### src/rtl/pe_acc_pkg.sv
// Shared widths, accumulator type and saturation helper for the pe_acc_packer slice.
// Saturation mode follows PE_ACC_RELU_EN (unsigned ReLU range when defined, signed range otherwise).
package pe_acc_pkg;

   localparam int PSUM_W = 17;
   localparam int ACC_W  = 20;
   localparam int PIX_W  = 8;
   localparam int WORD_W = 32;
   localparam int LANES  = 4;

   typedef logic signed [ACC_W-1:0] acc_t;

   localparam acc_t RELU_MIN = acc_t'(0);
   localparam acc_t RELU_MAX = acc_t'(255);
   localparam acc_t SGN_MIN  = acc_t'(-128);
   localparam acc_t SGN_MAX  = acc_t'(127);

   // Clamp a shifted accumulator into one output byte for the active mode.
   function automatic logic [PIX_W-1:0] sat_pix(input acc_t v);
      logic [PIX_W-1:0] res;
`ifdef PE_ACC_RELU_EN
      if (v < RELU_MIN)
         res = '0;
      else if (v > RELU_MAX)
         res = 8'hFF;
      else
         res = v[PIX_W-1:0];
`else
      if (v < SGN_MIN)
         res = 8'h80;
      else if (v > SGN_MAX)
         res = 8'h7F;
      else
         res = v[PIX_W-1:0];
`endif
      return res;
   endfunction

endpackage

### src/rtl/acc_fifo.sv
// Synchronous FIFO with a registered show-ahead head word; a push into a full
// FIFO is refused (drop_o) unless a pop happens in the same cycle.
module acc_fifo #(
   parameter int DEPTH = 8,
   parameter int W     = 33
) (
   input  logic         clk,
   input  logic         rstn,
   input  logic         push_i,
   input  logic [W-1:0] wdata_i,
   input  logic         pop_i,
   output logic [W-1:0] rdata_o,
   output logic         empty_o,
   output logic         full_o,
   output logic         drop_o
);

   localparam int AW = $clog2(DEPTH);

   logic [W-1:0]  mem [DEPTH];
   logic [AW-1:0] wr_ptr_q, wr_ptr_d;
   logic [AW-1:0] rd_ptr_q, rd_ptr_d;
   logic [AW:0]   count_q, count_d;
   logic [W-1:0]  head_q, head_d;
   logic          pop_ok, push_ok;

   assign empty_o = (count_q == '0);
   assign full_o  = (count_q == (AW+1)'(DEPTH));
   assign pop_ok  = pop_i && !empty_o;
   assign push_ok = push_i && (!full_o || pop_ok);
   assign drop_o  = push_i && !push_ok;
   assign rdata_o = head_q;

   // The head register always shows the oldest word; a write into an empty
   // (or just-emptied) FIFO bypasses the memory so it appears one cycle later.
   always_comb begin
      head_d   = head_q;
      wr_ptr_d = wr_ptr_q;
      rd_ptr_d = rd_ptr_q;
      count_d  = count_q;
      if (pop_ok) begin
         rd_ptr_d = rd_ptr_q + 1'b1;
         if (count_q > (AW+1)'(1))
            head_d = mem[rd_ptr_q + 1'b1];
         else if (push_ok)
            head_d = wdata_i;
      end else if (empty_o && push_ok) begin
         head_d = wdata_i;
      end
      if (push_ok)
         wr_ptr_d = wr_ptr_q + 1'b1;
      if (push_ok && !pop_ok)
         count_d = count_q + 1'b1;
      else if (pop_ok && !push_ok)
         count_d = count_q - 1'b1;
   end

   always_ff @(posedge clk or negedge rstn) begin
      if (!rstn) begin
         wr_ptr_q <= '0;
         rd_ptr_q <= '0;
         count_q  <= '0;
         head_q   <= '0;
      end else begin
         wr_ptr_q <= wr_ptr_d;
         rd_ptr_q <= rd_ptr_d;
         count_q  <= count_d;
         head_q   <= head_d;
      end
   end

   always_ff @(posedge clk) begin
      if (push_ok)
         mem[wr_ptr_q] <= wdata_i;
   end

endmodule

### src/rtl/pe_acc_packer.sv
// Sums the three pe partial sums plus bias, requantizes to bytes and packs four
// per AXI4-Stream word through a small FIFO. Optional ReLU mode: PE_ACC_RELU_EN.
module pe_acc_packer
   import pe_acc_pkg::*;
#(
   parameter int FIFO_DEPTH = 8,
   parameter int OUT_PIXELS = 256
) (
   input  logic              clk,
   input  logic              rstn,
   input  logic [PSUM_W-1:0] i_o0,
   input  logic [PSUM_W-1:0] i_o1,
   input  logic [PSUM_W-1:0] i_o2,
   input  logic [2:0]        i_valid,
   input  logic [PIX_W-1:0]  bias,
   input  logic [3:0]        shift,
   output logic [WORD_W-1:0] m_axis_tdata,
   output logic              m_axis_tvalid,
   input  logic              m_axis_tready,
   output logic              m_axis_tlast,
   output logic              overflow,
   output logic              err_align
);

   localparam int PCW = (OUT_PIXELS > 1) ? $clog2(OUT_PIXELS) : 1;

   logic              accept, misalign;
   acc_t              sum_d, s1_sum_q, shifted;
   logic              s1_valid_q, s2_valid_q;
   logic [PIX_W-1:0]  s2_pix_q;
   logic [1:0]        lane_q;
   logic [PCW-1:0]    pix_cnt_q;
   logic [23:0]       word_q;
   logic              last_pix, push, drop, fifo_empty, fifo_full;
   logic [WORD_W:0]   fifo_wdata, fifo_rdata;
   logic              overflow_q, err_align_q;

   assign accept   = (i_valid == 3'b111);
   assign misalign = (i_valid != 3'b000) && !accept;
   assign sum_d    = acc_t'($signed(i_o0)) + acc_t'($signed(i_o1))
                   + acc_t'($signed(i_o2)) + acc_t'($signed(bias));
   assign shifted  = s1_sum_q >>> shift;

   always_ff @(posedge clk or negedge rstn) begin
      if (!rstn) begin
         s1_valid_q <= 1'b0;
         s1_sum_q   <= '0;
         s2_valid_q <= 1'b0;
         s2_pix_q   <= '0;
      end else begin
         s1_valid_q <= accept;
         if (accept)
            s1_sum_q <= sum_d;
         s2_valid_q <= s1_valid_q;
         if (s1_valid_q)
            s2_pix_q <= sat_pix(shifted);
      end
   end

   assign last_pix   = (pix_cnt_q == PCW'(OUT_PIXELS-1));
   assign push       = s2_valid_q && (lane_q == 2'd3);
   assign fifo_wdata = {last_pix, s2_pix_q, word_q};

   // Lane and pixel counters advance even when the word is dropped, so the
   // tlast position stays locked to the frame.
   always_ff @(posedge clk or negedge rstn) begin
      if (!rstn) begin
         lane_q    <= '0;
         pix_cnt_q <= '0;
         word_q    <= '0;
      end else if (s2_valid_q) begin
         case (lane_q)
            2'd0:    word_q[7:0]   <= s2_pix_q;
            2'd1:    word_q[15:8]  <= s2_pix_q;
            2'd2:    word_q[23:16] <= s2_pix_q;
            default: word_q        <= word_q;
         endcase
         lane_q    <= lane_q + 2'd1;
         pix_cnt_q <= last_pix ? '0 : pix_cnt_q + 1'b1;
      end
   end

   always_ff @(posedge clk or negedge rstn) begin
      if (!rstn) begin
         overflow_q  <= 1'b0;
         err_align_q <= 1'b0;
      end else begin
         if (drop)
            overflow_q <= 1'b1;
         if (misalign)
            err_align_q <= 1'b1;
      end
   end

   acc_fifo #(
      .DEPTH (FIFO_DEPTH),
      .W     (WORD_W+1)
   ) u_fifo (
      .clk     (clk),
      .rstn    (rstn),
      .push_i  (push),
      .wdata_i (fifo_wdata),
      .pop_i   (m_axis_tready),
      .rdata_o (fifo_rdata),
      .empty_o (fifo_empty),
      .full_o  (fifo_full),
      .drop_o  (drop)
   );

   assign m_axis_tvalid = !fifo_empty;
   assign m_axis_tdata  = fifo_rdata[WORD_W-1:0];
   assign m_axis_tlast  = fifo_rdata[WORD_W];
   assign overflow      = overflow_q;
   assign err_align     = err_align_q;

endmodule
### config.mk
export PLATFORM = sky130hd
export DESIGN_NAME = pe_acc_packer
export DESIGN_NICKNAME = d
export VERILOG_FILES = /design/src/rtl/pe_acc_pkg.sv /design/src/rtl/acc_fifo.sv /design/src/rtl/pe_acc_packer.sv
export SDC_FILE = /design/constraint.sdc
export NUM_CORES = 1
export LEC_CHECK = 0
export BUFFER_PORTS_ARGS = -buffer_cell sky130_fd_sc_hd__buf_2
export CAP_MARGIN = 20
export CELL_PAD_IN_SITES_DETAIL_PLACEMENT = 1
export CELL_PAD_IN_SITES_GLOBAL_PLACEMENT = 2
export CORE_ASPECT_RATIO = 0.75
export CORE_MARGIN = 10
export CORE_UTILIZATION = 40
export DETAILED_ROUTE_END_ITERATION = 10
export PLACE_DENSITY_LB_ADDON = 0.1
export SLEW_MARGIN = 20
export SYNTH_ARGS = -nofsm -noshare
export SYNTH_HDL_FRONTEND = slang
export SYNTH_SLANG_ARGS = --single-unit
### constraint.sdc
create_clock -name clk -period 5.3 [get_ports clk]
set_input_delay 0.53 -clock clk [delete_from_list [all_inputs] [get_ports clk]]
set_output_delay 0.53 -clock clk [all_outputs]
set_load 0.02 [all_outputs]
==> results of run 1 <==
logic make-up after synthesis:
group	after synthesis	synth area share
AO/OA/AOI/OAI	183	0.0631
XOR/XNOR	28	0.0142
adder cells (fa/ha/maj)	65	0.0622
buffers and inverters	147	0.0351
flip-flops	373	0.616
multiplexers	168	0.157
AND/OR/NAND/NOR	208	0.0531
path summary, 6_finish.rpt:
path	start	end	slack, ns
max	i_o0[1]	s1_sum_q[19]$_DFFE_PN0P_	1.86
min	rstn	u_fifo.count_q[1]$_DFFE_PN0P_	0.05
max reg2reg	u_fifo.count_q[0]$_DFFE_PN0P_	u_fifo.mem[5][20]$_DFFE_PP_	1.95
min reg2reg	overflow$_DFFE_PN0P_	overflow$_DFFE_PN0P_	0.47
max in group asynchronous	rstn	word_q[3]$_DFFE_PN0P_	4.24
min in group clk	i_valid[2]	err_align$_DFFE_PN0P_	0.29
area by class of cell:
type	instances	area (um2)
multi-input cells	652	6140
clock inverters	19	125
fillers	4223	22700
well taps	569	712
clock buffers	48	987
repair buffers	124	713
inverters	95	357
flip-flops and latches	373	10700
cells in the final DEF, fill, tap and decap left out, types with 4 or more instances in the layout:
cell	count
edfxtp_1	264
nand2_1	120
dfrtp_1	108
buf_2	103
inv_1	93
o21ai_0	82
mux4_2	77
mux2i_1	48
clkbuf_16	37
mux2_2	36
fa_1	35
ha_1	29
nor2_1	28
o21ai_1	25
a21oi_1	23
buf_4	19
xor2_1	14
xnor2_1	13
nand3_1	11
nand2b_1	10
clkbuf_1	9
clkinv_2	8
clkinv_1	7
nor2_4	6
o22ai_1	6
nand4_1	4
a211oi_1	4
o211ai_1	4
mux2_1	4
power breakdown:
| group | internal, mW | switching, mW | total, mW | leakage, nW |
|---|---|---|---|---|
| clock network | 1.37 | 1.11 | 2.48 | 0.545 |
| registers | 3.81 | 0.708 | 4.51 | 3.70 |
| logic | 1.74 | 1.97 | 3.71 | 3.27 |
| total | 6.91 | 3.79 | 10.7 | 7.52 |
stage by stage:
stage               worst slack, ns  cells  power (mW)
global route                   1.52   1880        11.4
detailed placement             1.24   1812        8.36
CTS                            1.79   1879        10.9
floorplan                      1.22   1172        7.05
finish                         1.86   1880        10.7
global placement               1.38   1811        8.23
cells in the mapped netlist (all sizes together) (5+ instances only):
master	count	area share
o22ai	6	0.0022
nand2b	10	0.0036
buf	32	0.010
xnor2	13	0.0066
fa	35	0.040
mux2i	48	0.028
nand3	11	0.0032
mux4	77	0.10
inv	94	0.020
o21ai	108	0.032
nand2	120	0.026
edfxtp	264	0.46
mux2	43	0.029
ha	30	0.022
nor3	5	0.0014
a21oi	27	0.0085
dfrtp	109	0.16
xor2	15	0.0076
clkbuf	20	0.0044
nor2	34	0.0074
per-layer routing:
| metal | up-vias | wire, um | global-route usage |
|---|---|---|---|
| li1 | 4557 | - | - |
| met1 | 5187 | 20900 | 0.245 |
| met2 | 167 | 18000 | 0.231 |
| met3 | 42 | 1570 | 0.0235 |
| met4 | 0 | 539 | 0.0317 |
| met5 | - | 0 | 0 |
sequential cells by signal, indices dropped and copies added (netlist names):
signal           flops
s1_sum_q            20
pix_cnt_q            8
u_fifo.rd_ptr_q      3
word_q              24
s2_pix_q             8
s2_valid_q           1
u_fifo.wr_ptr_q      3
u_fifo.count_q       4
s1_valid_q           1
u_fifo.mem         264
lane_q               2
err_align            1
overflow             1
u_fifo.rdata_o      33
==> flow_summary.json, run 1 <==
{
  "die_area_um2": 52100,
  "synth_nets": 1306,
  "gp_congestion": 0.762,
  "root_buffer": "clkbuf_16",
  "yosys_warnings": 0,
  "power.leakage_nw": 7.52,
  "worst_r2r_path_depth": 7,
  "worstPathMaxFanout": 3,
  "final.hold.worst_slack_ns": 0.0470,
  "cts_setup_buffers": 0,
  "critPathSlowestCell": "fa_1",
  "final_design_area_no_fill_um2": 19700,
  "grt_pass1_vias": 10500,
  "outcome": "complete, no violations",
  "antennaDiodeCount": 0,
  "worstSetupPathType": "in -> reg",
  "report.final.hold_viol_count": 0,
  "cts.reportedPaths.clkPinSlew_ns": 0.06,
  "drt-wirelength-per-cell_um": 21.8,
  "die_w_um": 260,
  "clock_sink_count": 373,
  "maxSlewViolCount": 0,
  "placementRows": 65,
  "post-route-period-util": 0.650,
  "grt_first_pass_wirelength_um": 64600,
  "floorplan.core_area_um2": 42400,
  "dpl-instance-area_um2": 18600,
  "cp.required_ns": 5.71,
  "hold_class": "in -> async",
  "antenna_found_initial": 1,
  "placement.io_buffers": 104,
  "layout_min_cycle_time_ns": 3.44,
  "die_height_um": 200,
  "max_slew.worst_pin.slew_ns": 1.01,
  "maximum_number_of_pins_on_one_net_before_global_route_repair": 68,
  "worst_setup_path_start_kind": "primary input",
  "buffers_plus_inverters_on_the_worst_setup_path": 4,
  "firstDrtPassIters": 5,
  "clockBufferDepth": 3,
  "seq_area_frac_synth": 0.616,
  "drcViolationCount": 0,
  "ant_nets": 0,
  "global_route.overflow_total": 0,
  "final.setup_skew_ns": 0.0171,
  "areaGrowthSynthToFinish_pct": 13.8,
  "synthArstFlopShare": 0.292,
  "end_kind": "flop",
  "setup-violations-final": 0,
  "power_density_nw_per_um2": 543,
  "ys_types": 72,
  "cts_repair_resize_count": 0,
  "max_cap_violations": 0,
  "final_util": 0.465,
  "cp_cell_sequence": "buf_2, inv_1, fa_1, inv_1, fa_1, ha_1, inv_1, fa_1, nand2b_1, a21oi_1, o41a_1, o2111ai_1, nand2_1, nand3_1, a221o_1",
  "dp_hpwl_um": 26300,
  "synth_seq_cells": 373,
  "cts-hold-fix-buffers": 0,
  "syn-cell-area_um2": 17300,
  "ys.flop_type": "edfxtp_1",
  "peak_supply_drop_mv": 0.313,
  "grt_setup_unrepaired": "false",
  "max_clk_rate_mhz": 290,
  "tritoncts": "built",
  "critical_path.top_delay_family": "adder cells",
  "totalNegativeSetupSlack_ns": 0,
  "viasPerCell": 5.29,
  "critical_path_cell_count": 15,
  "crit_path_max_incr_delay_ns": 0.52,
  "vias": 9953,
  "initial_core_utilization": 0.408,
  "netlist_instances": 1172,
  "final_net_count": 1417,
  "routed_wl_um": 41000,
  "cts_htree_levels": 2,
  "avgSynthCellArea_um2": 14.8,
  "cts_made_buffers": 37,
  "boundaryPins": 105,
  "clkLatencyLatePin_ns": 0.53,
  "worst_slew_margin_rel": 0.327,
  "grtUsageTotal": 0.158,
  "synth_edf_count": 264,
  "timing.critical_path.arrival_ns": 3.86,
  "layout-drive-gt1-share": 0.245,
  "drt_first_iter_violations": 691
}
Note: power is estimated with default switching activity, not from simulation.
==> run 2: changes to the inputs <==
Clock period 5.3 ns to 3.1 ns, I/O delays scaled along.
==> flow_summary.json, run 2 (synthesis gave the netlist of run 1 again) <==
{
  "max_clk_rate_mhz": 342,
  "largest_register": "u_fifo.mem",
  "critical-path-top-cell-by-count": "inv_1",
  "grt_setup_unrepaired": "false",
  "grtUsageTotal": 0.160,
  "post-route-period-util": 0.942,
  "clockPowerShare": 0.237,
  "ant_nets": 0,
  "cts_htree_levels": 2,
  "worst_slack_after_detailed_placement_ns": -0.416,
  "hold_path.startpoint": "i_valid[2]",
  "worst_setup_path_start_kind": "primary input",
  "hold_class": "in -> reg",
  "max_cap_violations": 0,
  "layout-drive-gt1-share": 0.268,
  "floorplan.core_area_um2": 42400,
  "critPathSlowestCell": "fa_1",
  "firstDrtPassIters": 4,
  "cts_setup_buffers": 0,
  "dpl-instance-area_um2": 19000,
  "r2r_setup_slack_ns": 0.49,
  "clkLatencyLatePin_ns": 0.53,
  "root_buffer": "clkbuf_16",
  "p_int_mw": 12.3,
  "cp_cell_sequence": "buf_2, inv_1, fa_1, inv_1, fa_1, ha_2, inv_1, fa_2, nand2b_4, a21oi_4, o41a_1, o2111ai_2, nand2_1, nand3_1, a221o_1",
  "final_common_cell": "edfxtp_1",
  "maximum_number_of_pins_on_one_net_before_global_route_repair": 68,
  "cts_made_buffers": 37,
  "final_net_count": 1449,
  "timing.critical_path.arrival_ns": 3.33,
  "vias": 10100,
  "final_critical_path_setup_slack_ns": 0.179,
  "worstReg2RegStart": "u_fifo.count_q[0]$_DFFE_PN0P_",
  "buffers_plus_inverters_on_the_worst_setup_path": 4,
  "gp_congestion": 0.745,
  "die_w_um": 260,
  "drt-wirelength-per-cell_um": 21.8,
  "setup-violations-final": 0,
  "largest_register_ff_count": 264,
  "global_route.overflow_total": 0,
  "tritoncts": "built",
  "drt_first_iter_violations": 598,
  "areaGrowthSynthToFinish_pct": 16.7,
  "antennaDiodeCount": 0,
  "drcViolationCount": 0,
  "p_switching_mw": 6.60,
  "worst_r2r_path_depth": 6,
  "cts.reportedPaths.clkPinSlew_ns": 0.06,
  "worst_slew_margin_rel": 0.497,
  "maxSlewViolCount": 0,
  "holdPathEnd": "err_align$_DFFE_PN0P_",
  "whs_path_depth": 3,
  "grt_first_pass_wirelength_um": 65600,
  "die_area_um2": 52100,
  "placementRows": 65,
  "dp_hpwl_um": 26500,
  "cp.required_ns": 3.51,
  "crit_path_max_incr_delay_ns": 0.53,
  "critical_register_to_register_path_endpoint": "u_fifo.mem[4][22]$_DFFE_PP_",
  "report.final.hold_viol_count": 0,
  "power.switching_fraction": 0.349,
  "routed_wl_um": 41600,
  "critical_path.top_delay_family": "adder cells",
  "worstPathMaxFanout": 3,
  "final.setup_skew_ns": 0.0113,
  "final_design_area_no_fill_um2": 20200,
  "clock_sink_count": 373,
  "viasPerCell": 5.30,
  "most-common-layout-cells": "edfxtp_1 (264), nand2_1 (120), dfrtp_1 (108)",
  "worstSetupPathType": "in -> reg",
  "seq_power_share": 0.403,
  "antenna_found_initial": 0,
  "clockBufferDepth": 3,
  "layout_min_cycle_time_ns": 2.92,
  "die_height_um": 200,
  "initial_core_utilization": 0.408,
  "power_density_nw_per_um2": 936,
  "max_slew.worst_pin.slew_ns": 0.753,
  "share_comb_of_total_power": 0.360,
  "outcome": "complete, no violations",
  "placement.io_buffers": 104,
  "end_kind": "flop",
  "grt_pass1_vias": 10700,
  "peak_supply_drop_mv": 1.72,
  "power.leakage_nw": 7.74,
  "boundaryPins": 105
}
-- run 2: cell types whose count changed in the layout (fill, tap and decap cells not counted), sizes merged --
| cell | before | now |
|---|---|---|
| buf | 124 | 155 |
| bufinv | 1 | 4 |
| clkbuf | 48 | 44 |
| clkinv | 15 | 16 |
| dlygate4sd3 | 0 | 1 |
-- run 2: routing by layer --
| layer | vias up | GRT usage | wire length, um |
|---|---|---|---|
| met3 | 35 | 0.0246 | 1480 |
| li1 | 4617 | - | - |
| met4 | 0 | 0.0274 | 427 |
| met1 | 5343 | 0.245 | 21000 |
| met5 | - | 0 | 0 |
| met2 | 147 | 0.239 | 18700 |
-- run 2: layout make-up --
cell class | instances | area (um2)
fill | 4208 | 22200
sequential | 373 | 10700
inverter | 95 | 357
tap | 569 | 712
multi-input combinational | 652 | 6180
clock inverter | 23 | 218
clock buffer | 44 | 962
timing repair buffer | 156 | 1100
-- run 2: how the worst max path moves through the flow --
stage | from | to | slack [ns] | cells past startpoint
5_1_grt | i_o0[1] | s1_sum_q[19]$_DFFE_PN0P_ | 0.007 | 15
3_3_place_gp | i_o0[1] | s1_sum_q[19]$_DFFE_PN0P_ | -0.35 | 15
4_1_cts | i_o0[1] | s1_sum_q[19]$_DFFE_PN0P_ | 0.14 | 15
2_1_floorplan | u_fifo.count_q[0]$_DFFE_PN0P_ | u_fifo.mem[2][0]$_DFFE_PP_ | -0.1 | 5
3_5_place_dp | i_o0[1] | s1_sum_q[19]$_DFFE_PN0P_ | -0.42 | 15
6_report | i_o0[1] | s1_sum_q[19]$_DFFE_PN0P_ | 0.18 | 15
-- run 2: stage by stage --
stage / total power, mW / hold slack, ns / setup TNS [ns] / utilization / instances
after floorplan: 12.1 / 0.0144 / -14.48 / - / 1172
after global placement: 14.5 / 0.354 / -2.50 / 0.448 / 1844
after detailed placement: 14.6 / 0.371 / -3.27 / 0.448 / 1844
after CTS: 19.2 / 0.0409 / 0 / 0.476 / 1912
after global routing: 20.1 / 0.0635 / 0 / 0.477 / 1912
final: 18.9 / 0.0592 / 0 / 0.477 / 1912
-- run 2: tightest hold or removal path, stage by stage --
cell and delay, ns:
buf_2 0.09, nor3_1 0.05, o21bai_1 0.11
-- run 2: power by group through the flow --
stage / clock network [mW] / logic (mW) / registers (mW)
5_1_grt: 4.82 / 7.53 / 7.79
4_1_cts: 4.61 / 6.95 / 7.63
6_report: 4.47 / 6.81 / 7.63
2_1_floorplan: 0 / 4.57 / 7.50
3_5_place_dp: 0 / 6.91 / 7.72
3_3_place_gp: 0 / 6.81 / 7.66
-- run 2: timing repair --
action | 4_1_cts | 5_1_grt
hold buffers | 1 | 0
setup endpoints to repair | 0 | 4
hold endpoints to repair | 38 | 0
gates resized for setup | 0 | 4
==> run 3: changes to the inputs <==
Settings changed: PLACE_DENSITY from default to 0.86, PLACE_DENSITY_LB_ADDON 0.1 to default.
==> flow_summary.json, run 3 (synthesis gave the netlist of run 1 again) <==
{
  "areaGrowthSynthToFinish_pct": 16.6,
  "cts_setup_buffers": 0,
  "share_comb_of_total_power": 0.351,
  "totalNegativeSetupSlack_ns": 0,
  "outcome": "complete, no violations",
  "maxSlewViolCount": 0,
  "placementRows": 65,
  "gp_congestion": 0.774,
  "final.setup_skew_ns": 0.0369,
  "peak_supply_drop_mv": 0.620,
  "clock_sink_count": 373,
  "drcViolationCount": 0,
  "firstDrtPassIters": 5,
  "max_clk_rate_mhz": 348,
  "antenna_found_initial": 2,
  "power.switching_fraction": 0.348,
  "end_kind": "flop",
  "most-common-layout-cells": "edfxtp_1 (264), nand2_1 (120), dfrtp_1 (108)",
  "die_area_um2": 52100,
  "tritoncts": "built",
  "dp_cells": 1837,
  "ant_nets": 0,
  "grt_setup_unrepaired": "false",
  "seq_power_share": 0.403,
  "worstPathMaxFanout": 3,
  "layout-drive-gt1-share": 0.265,
  "boundaryPins": 105,
  "cts_htree_levels": 2,
  "viasPerCell": 5.28,
  "drt-wirelength-per-cell_um": 21.2,
  "final_common_cell": "edfxtp_1",
  "clockPowerShare": 0.246,
  "max_cap_violations": 0,
  "post-route-period-util": 0.927,
  "hold_class": "in -> reg",
  "footprint_of_the_flip_flops_and_latches_um2": 10700,
  "fillCellCount": 4196,
  "vias": 10100,
  "drt_first_iter_violations": 603,
  "routed_wl_um": 40600,
  "placement.io_buffers": 104,
  "largest_register": "u_fifo.mem",
  "timing.critical_path.arrival_ns": 3.29,
  "die_height_um": 200,
  "root_buffer": "clkbuf_16",
  "worst_slew_margin_rel": 0.417,
  "grt_pass1_vias": 11200,
  "total_power_mw": 18.9,
  "clkLatencyLatePin_ns": 0.57,
  "maximum_number_of_pins_on_one_net_before_global_route_repair": 68,
  "global_route.overflow_total": 0,
  "p_switching_mw": 6.56,
  "cts.reportedPaths.clkPinSlew_ns": 0.06,
  "power_density_nw_per_um2": 935,
  "worstSetupPathType": "in -> reg",
  "p_int_mw": 12.3,
  "initial_core_utilization": 0.408,
  "floorplan.core_area_um2": 42400,
  "clockBufferDepth": 3,
  "report.final.hold_viol_count": 0,
  "final_net_count": 1444,
  "grt_first_pass_wirelength_um": 64000,
  "max_slew.worst_pin.slew_ns": 0.874,
  "cp.required_ns": 3.52,
  "power.leakage_nw": 7.74,
  "die_w_um": 260,
  "dp_hpwl_um": 25400,
  "multi_input_comb_area_um2": 6150,
  "worst_setup_path_start_kind": "primary input",
  "layout_min_cycle_time_ns": 2.87,
  "cts_made_buffers": 39,
  "grtUsageTotal": 0.155,
  "final_util": 0.476,
  "setup-violations-final": 0,
  "largest_register_ff_count": 264,
  "finish.cell_count_without_fillers": 1911
}
-- run 3: per-layer routing --
metal	wire (um)	vias up	GRT usage
li1	-	4612	-
met1	17500	5195	0.202
met2	20300	237	0.260
met3	2050	48	0.0292
met4	665	2	0.0388
met5	13	-	0
-- run 3: critical path: stages --
cell	delay (ns)
buf_2	0.07
inv_1	0.05
fa_1	0.53
inv_1	0.06
fa_1	0.51
ha_2	0.21
inv_1	0.06
fa_2	0.36
nand2b_4	0.16
a21oi_2	0.16
o41a_1	0.19
o2111ai_2	0.15
nand2_1	0.11
nand3_1	0.08
a221o_1	0.29
-- run 3: power groups by stage --
stage / Clock (mW) / Combinational [mW] / Sequential [mW]
detailed placement: 0 / 6.69 / 7.73
global placement: 0 / 6.46 / 7.58
CTS: 4.74 / 6.77 / 7.62
floorplan: 0 / 4.57 / 7.50
finish: 4.64 / 6.63 / 7.60
global route: 4.94 / 7.32 / 7.78
-- run 3: repair_timing --
| item | in CTS | in global routing |
|---|---|---|
| setup endpoints to repair | 0 | 3 |
| endpoints found under the hold margin | 58 | 0 |
| hold buffers | 1 | 0 |
| resized for setup | 0 | 3 |
-- run 3: worst paths after layout --
kind | slack (ns) | endpoint | from | cells after the start
worst max-delay path | 0.23 | s1_sum_q[19]$_DFFE_PN0P_ | i_o0[1] | 15
worst min-delay path | 0.05 | err_align$_DFFE_PN0P_ | i_valid[2] | 3
worst max register to register | 0.68 | u_fifo.rdata_o[15]$_DFFE_PN0P_ | u_fifo.rd_ptr_q[0]$_DFFE_PN0P_ | 7
worst min register to register | 0.47 | u_fifo.rdata_o[19]$_DFFE_PN0P_ | u_fifo.rdata_o[19]$_DFFE_PN0P_ | 2
max in group asynchronous | 1.84 | word_q[22]$_DFFE_PN0P_ | rstn | 3
min in group asynchronous | 0.42 | u_fifo.count_q[1]$_DFFE_PN0P_ | rstn | 2
-- run 3: through the flow --
step	worst slack (ns)	hold WS, ns	cell area [um2]
floorplan	-0.0975	0.0144	17300
global placement	-0.286	0.458	18900
detailed placement	-0.389	0.470	18900
CTS	0.183	0.0262	20200
global route	0.0447	0.0848	20200
finish	0.226	0.0487	20200
-- run 3: final cells by class --
class | count | share of cell area
Inverter | 95 | 0.0177
Clock buffer | 58 | 0.0549
Timing Repair Buffer | 149 | 0.0508
Clock inverter | 14 | 0.00849
Sequential cell | 373 | 0.528
Tap cell | 569 | 0.0353
Antenna cell | 1 | 0.000124
Multi-Input combinational cell | 652 | 0.305
